[config.mk]
export PLATFORM = sky130hd
export DESIGN_NAME = uart_tx_serializer
export DESIGN_NICKNAME = d
export VERILOG_FILES = /design/src/rtl/uart_tx_serializer.sv
export SDC_FILE = /design/constraint.sdc
export NUM_CORES = 1
export LEC_CHECK = 0
export CAP_MARGIN = 20
export CORE_ASPECT_RATIO = 0.9
export CORE_MARGIN = 2
export CORE_UTILIZATION = 57
export CTS_CLUSTER_SIZE = 14
export DETAILED_ROUTE_END_ITERATION = 7
export GPL_ROUTABILITY_DRIVEN = 1
export PLACE_DENSITY_LB_ADDON = 0.12
export SLEW_MARGIN = 20
export SYNTH_ARGS = -nofsm -noshare
export SYNTH_HDL_FRONTEND = slang
export SYNTH_SLANG_ARGS = --single-unit
[constraint.sdc]
create_clock -name clk -period 4 [get_ports clk]
set_input_delay 0.8 -clock clk [delete_from_list [all_inputs] [get_ports clk]]
set_output_delay 0.8 -clock clk [all_outputs]
set_load 0.01 [all_outputs]
[src/rtl/uart_tx_serializer.sv]
// uart_tx_serializer: pops one word from the TX FIFO per frame and shifts it
// out as start bit, LSB-first data, optional parity and stop bit. Bit timing
// comes from an internal clocks-per-bit counter.
// Optional feature macro: UART_TX_PARITY_EN (adds one parity bit per frame).
module uart_tx_serializer #(
  parameter int CLKS_PER_BIT = 16,
  parameter int WIDTH        = 8,
  parameter int PARITY_ODD   = 0
) (
  input  logic             clk,
  input  logic             reset,
  input  logic             fifo_not_empty,
  input  logic [WIDTH-1:0] fifo_r_data,
  output logic             fifo_rd_en,
  output logic             tx,
  output logic             tx_busy,
  output logic             tx_done
);

  localparam int CW = (CLKS_PER_BIT > 1) ? $clog2(CLKS_PER_BIT) : 1;
  localparam int IW = (WIDTH > 1) ? $clog2(WIDTH) : 1;
  localparam logic [CW-1:0] CNT_MAX = CW'(CLKS_PER_BIT - 1);
  localparam logic [IW-1:0] IDX_MAX = IW'(WIDTH - 1);

  typedef enum logic [2:0] {
    IDLE   = 3'd0,
    FETCH  = 3'd1,
    LOAD   = 3'd2,
    START  = 3'd3,
    DATA   = 3'd4,
`ifdef UART_TX_PARITY_EN
    PARITY = 3'd5,
`endif
    STOP   = 3'd6
  } state_t;

  state_t           state_q, state_d;
  logic [CW-1:0]    cnt_q, cnt_d;
  logic [IW-1:0]    idx_q, idx_d;
  logic [WIDTH-1:0] shift_q, shift_d;
  logic             tx_q, tx_d;
  logic             rd_en_q, rd_en_d;
  logic             busy_q, busy_d;
  logic             done_q, done_d;
  logic             bit_end;

`ifdef UART_TX_PARITY_EN
  logic             par_q, par_d;
`else
  // Parity polarity has no effect in the 8N1 build.
  logic             unused_parity_odd;
  assign unused_parity_odd = (PARITY_ODD != 0);
`endif

  assign bit_end = (cnt_q == CNT_MAX);

  // Next-state, datapath and registered-output decode.
  always_comb begin
    state_d = state_q;
    cnt_d   = cnt_q;
    idx_d   = idx_q;
    shift_d = shift_q;
`ifdef UART_TX_PARITY_EN
    par_d   = par_q;
`endif
    case (state_q)
      IDLE:  if (fifo_not_empty) state_d = FETCH;
      FETCH: state_d = LOAD;
      LOAD: begin
        // FIFO read data is valid here, one cycle after the pop.
        shift_d = fifo_r_data;
        cnt_d   = '0;
        idx_d   = '0;
`ifdef UART_TX_PARITY_EN
        par_d   = (^fifo_r_data) ^ (PARITY_ODD != 0);
`endif
        state_d = START;
      end
      START: begin
        if (bit_end) begin
          cnt_d   = '0;
          state_d = DATA;
        end else begin
          cnt_d = cnt_q + 1'b1;
        end
      end
      DATA: begin
        if (bit_end) begin
          cnt_d   = '0;
          shift_d = shift_q >> 1;
          if (idx_q == IDX_MAX) begin
            idx_d = '0;
`ifdef UART_TX_PARITY_EN
            state_d = PARITY;
`else
            state_d = STOP;
`endif
          end else begin
            idx_d = idx_q + 1'b1;
          end
        end else begin
          cnt_d = cnt_q + 1'b1;
        end
      end
`ifdef UART_TX_PARITY_EN
      PARITY: begin
        if (bit_end) begin
          cnt_d   = '0;
          state_d = STOP;
        end else begin
          cnt_d = cnt_q + 1'b1;
        end
      end
`endif
      STOP: begin
        if (bit_end) begin
          cnt_d   = '0;
          state_d = fifo_not_empty ? FETCH : IDLE;
        end else begin
          cnt_d = cnt_q + 1'b1;
        end
      end
      default: state_d = IDLE;
    endcase

    // Outputs are decoded from the next state so they register in step with it.
    tx_d = 1'b1;
    case (state_d)
      START:  tx_d = 1'b0;
      DATA:   tx_d = shift_d[0];
`ifdef UART_TX_PARITY_EN
      PARITY: tx_d = par_d;
`endif
      default: tx_d = 1'b1;
    endcase
    rd_en_d = (state_d == FETCH);
    busy_d  = (state_d != IDLE);
    done_d  = (state_d == STOP) && (cnt_d == CNT_MAX);
  end

  // State and output registers; reset drops any in-flight word.
  always_ff @(posedge clk) begin
    if (reset) begin
      state_q <= IDLE;
      cnt_q   <= '0;
      idx_q   <= '0;
      shift_q <= '0;
      tx_q    <= 1'b1;
      rd_en_q <= 1'b0;
      busy_q  <= 1'b0;
      done_q  <= 1'b0;
`ifdef UART_TX_PARITY_EN
      par_q   <= 1'b0;
`endif
    end else begin
      state_q <= state_d;
      cnt_q   <= cnt_d;
      idx_q   <= idx_d;
      shift_q <= shift_d;
      tx_q    <= tx_d;
      rd_en_q <= rd_en_d;
      busy_q  <= busy_d;
      done_q  <= done_d;
`ifdef UART_TX_PARITY_EN
      par_q   <= par_d;
`endif
    end
  end

  assign fifo_rd_en = rd_en_q;
  assign tx         = tx_q;
  assign tx_busy    = busy_q;
  assign tx_done    = done_q;

endmodule

# Word-level counts from Yosys, hierarchy flattened
# Cells that the tools add are included.
[classes]
add_sub_neg = 2
n_eq_ne = 13
mux = 15
n_reduce_logical = 6
[ops]
columns = ["operator", "n"]
rows = [
  ["two-way mux 3 bit", 7],
  ["case mux 3 bit (6 select lines)", 1],
  ["case mux 8 bit (2 select lines)", 1],
  ["== test 3 bit, second input constant", 5],
  ["== test 3 x 2 -> 1 bit, second input constant", 3],
  ["== test 4 bit, second input constant", 2],
  ["two-way mux 8 bit", 1],
  ["case mux 4 bit (2 select lines)", 1],
  ["== test 3 x 1 -> 1 bit, second input constant", 2],
  ["case mux 3 bit (2 select lines)", 1],
  ["adder 4 x 1 -> 4 bit, second input constant", 1],
  ["two-way mux 4 bit", 1],
  ["adder 3 x 1 -> 3 bit, second input constant", 1],
  ["logical NOT 3 bit", 1],
  ["nonzero test 3 bit", 1],
  ["OR reduction 3 bit", 1],
  ["inequality test 2 bit, second input constant", 1],
  ["case mux 1 bit (2 select lines)", 1],
  ["AND reduction 2 bit", 1],
  ["nonzero test 2 bit", 1],
  ["logical AND 1 bit", 1],
  ["two-way mux 1 bit", 1],
]
[totals]
register_bits = 22
in_bits = 11
output_inout_bits = 4
word_cells = 45

# Depth between registers and ports, before layout
[logic_depth]
word_depth = 6
ltp_mapped = 7
mapped_depth_nobuf = 6

# Least setup slack after synthesis
# OpenSTA, ideal clock, no wires.
[synth_path]
path_type = "reg-to-reg"
from = "register cnt_q[0]"
to = "register idx_q[1]"
setup_ps = 71
arrival_time_ps = 1654
t_required_ps = 3929
setup_slack_ps = 2276
path_stages_with_launch = 7
path_buffers = 1
synth_period_minus_slack_ps = 1724
cell_sequence = "dfxtp_1 > ha_1 > buf_4 > and2_1 > a31oi_1 > or4b_1 > a21oi_1"
[synth_between]
elab_chain_len = 3
[synth_rtl]
columns = ["element", "line", "source"]
rows = [
  ["start: declaration", "38", "logic [CW-1:0] cnt_q, cnt_d;"],
  ["start signal: assignment", "157", "cnt_q <= cnt_d;"],
  ["== test 4 bit", "55", "assign bit_end = (cnt_q == CNT_MAX);"],
  ["inequality test 2 bit (no source line)", "--", ""],
  ["AND reduction 2 bit (no source line)", "--", ""],
  ["end signal: assignment", "158", "idx_q <= idx_d;"],
  ["end: declaration", "39", "logic [IW-1:0] idx_q, idx_d;"],
]
# Every way passes these cells.
# A chain may end at the register's enable or synchronous reset.

# Worst setup path after layout
# Same ends and word-level chain as after synthesis.

==> impl_metrics.toml <==
[outcome]
status = "finished clean"

[timing]
fin_crit_sh_pct = 52.50
fin_skew_ns = 0.003753
post-route-min-period_ns = 2.100
setup_viol = 0
worst_slack_ns = 1.900
relSlewSlack_pct = 45.58
hold_viol_final = 0
rsz0062_at_grt = "no"
maxSlewViolCount = 0
tightestPinTransition_ns = 0.8152
setup-tns-final_ns = 0
timing.hold.ws_ns = 0.4798
fmax_ghz = 0.4762

[setup_path]
crit_type = "reg -> reg"
crit_slowest_cell = "or4b_1"
critPathLaunchType = "flip-flop"
cp.arrival_ns = 2.33
cp_cell_sequence = "ha_1 > and2_1 > a31oi_1 > or4b_1 > a21oi_1"
critPathLaunch = "cnt_q[0]$_SDFF_PP0_"
r2r-start = "cnt_q[0]$_SDFF_PP0_"
cp_max_fo = 9
slowest_delay_ns = 0.59
cp.required_ns = 4.23
critPathCaptureType = "flip-flop"

[flow_run]
maxCapViolations = 0

[logic_synthesis]
synth_edf_count = 0
syn-cell-area_mm2 = 0.001174
synth_compound_area_share_pct = 29.32
ys.flop_type = "dfxtp_1"
synth_top_cell_by_area = "dfxtp_1"
synth_top_family_by_area = "compound AO/OA/AOI/OAI gates"
synth_fa_ha_area_share_pct = 3.198
syn-instance-count = 131
ys.warnings.count = 0
synth_top_area_share_pct = 37.53
synthSimpleGateAreaFrac_pct = 22.28
synth.distinct_cells = 43
synthXorXnorAreaFrac_pct = 0.7463
synth.avg_cell_area_um2 = 8.959
synth_fp_nets = 145
synth_common_cells = "22 x dfxtp_1, 9 x a21oi_1, 7 x a22oi_1, 7 x nor2_1"
ys_ff_latch = 22
synthTopCellsByArea = "dfxtp_1 38%, a22oi_1 4.5%, o2bb2ai_1 4.5%"
synthMuxAreaShare_pct = 1.706
ys_seq_area_share_pct = 37.53
synth_most_common_cell = "dfxtp_1"
synthArstFlopShare_pct = 0

[layout]
fin_nets = 154
n_fill_cell = 178
fin_area_mm2 = 0.001314
drive_above_1_share_pct = 5.797
finalNonFillerCells = 163
syn2layout_area_growth_pct = 11.94
final_util_pct = 67.96
antenna_cells = 0

[drt]
ant_nets = 0
post_drt_wl_per_cell_um = 14.83
drt_iter0_drc = 35
drt-total-wl_um = 2418
vias_per_cell = 6.344
vias = 1034
drc = 0
first_pass_iters = 4

[floorplanning]
core_mm2 = 0.001933
io_pins = 15
num_rows = 15
initial_core_util_pct = 60.71
die_area_mm2 = 0.002438
die_w_um = 51.83
die_y_um = 47.05

[global_routing]
overflow = 0
grt_max_degree = 24
grt_use_met1_pct = 32.94
top_usage_layer = "met1"
grt_util_met2_pct = 32.66
antenna_found_initial = 0
grt_pass1_vias = 882
track_usage_pct = 22.74
grt_util_met3_pct = 6.051
grt_pass1_wl_um = 4077

[placed_design]
placed_cells = 160
gp_congestion = 0.8988
numPortBuffers = 14
post-place-ws_ns = 1.667
hpwl_um = 1666
placed_area_mm2 = 0.001291

[power_and_ir_drop]
p_total_mw = 0.3636
powerDensity_mw_per_mm2 = 276.8
irDropWorstVdd_v = 0.0002512
p_leak_nw = 0.4503

[clock_network]
cts_setup_buffers = 0
cts.clk_slew.worst_paths_ns = 0.11
htreeDepth = 1
insertion_delay_ns = 0.31
cts_sinks = 22
cts_tree = "yes"
cts_buffer_depth = 2
cts_root_buf = "clkbuf_4"
post_cts_resized = 0
numCtsBuffers = 3
ctsHoldBuffers = 0

[worst_hold_path]
hold_path.class = "reg -> reg"
hold_start = "shift_q[4]$_SDFFE_PP0P_"
[cell usage in the layout (no fill, tap or decap), drive strengths merged, types with 3 or more instances in the layout]
cell / instances
nand4: 4
clkbuf: 3
dfxtp: 22
o21ai: 6
nor2b: 4
clkdlybuf4s50: 14
a21oi: 9
nor3b: 3
o2bb2ai: 6
and3: 3
ha: 3
nor3: 5
a22oi: 7
a311oi: 4
nand2: 6
nor2: 7
[registers in the layout (all words and copies together), names as in the netlist]
signal,count
cnt_q,4
tx_done,1
state_q,3
fifo_rd_en,1
tx,1
shift_q,8
tx_busy,1
idx_q,3
[cell families after synthesis]
group                    after synthesis
AND/OR/NAND/NOR                       44
XOR/XNOR                               1
adder cells (fa/ha/maj)                3
buffers and inverters                 12
multiplexers                           2
AO/OA/AOI/OAI                         47
flip-flops                            22
[path summary, 6_finish.rpt]
kind | end | slack (ns) | cells after the start
setup / recovery | idx_q[1]$_SDFFE_PP0P_ | 1.90 | 5
hold / removal | shift_q[4]$_SDFFE_PP0P_ | 0.48 | 1
setup reg to reg | idx_q[1]$_SDFFE_PP0P_ | 1.90 | 5
hold reg to reg | shift_q[4]$_SDFFE_PP0P_ | 0.48 | 1
[worst max-delay path, delay by kind of cell, from the launching register on]
kind | cells | cell delay (ns)
flops | 1 | 0.48
simple gates | 2 | 0.80
compound gates | 2 | 0.35
fa+ha+maj | 1 | 0.39
[area by class of cell]
type	count	area, um2	area share, %
clock buffer	3	22.52	1.714
inverter	2	7.507	0.5714
multi-input combinational	97	671.9	51.14
sequential	22	440.4	33.52
tap	25	31.28	2.381
timing repair buffer	14	140.1	10.67
[report_power, final]
group / switching, mW / total, mW / internal, mW
Combinational: 0.0155 / 0.0360 / 0.0205
Sequential: 0.00684 / 0.230 / 0.223
Clock: 0.0624 / 0.0976 / 0.0352
Total: 0.0848 / 0.364 / 0.279
[per-layer routing]
layer  routed length (um)  vias to the layer above  share of wire [%]
met5                    0                        -                  0
met4                   34                        0                1.4
met3                  139                        5                5.7
met2                 1022                       38                 42
met1                 1220                      469                 50
li1                     -                      522                  -
No activity file was read; power rests on OpenSTA's default activity.
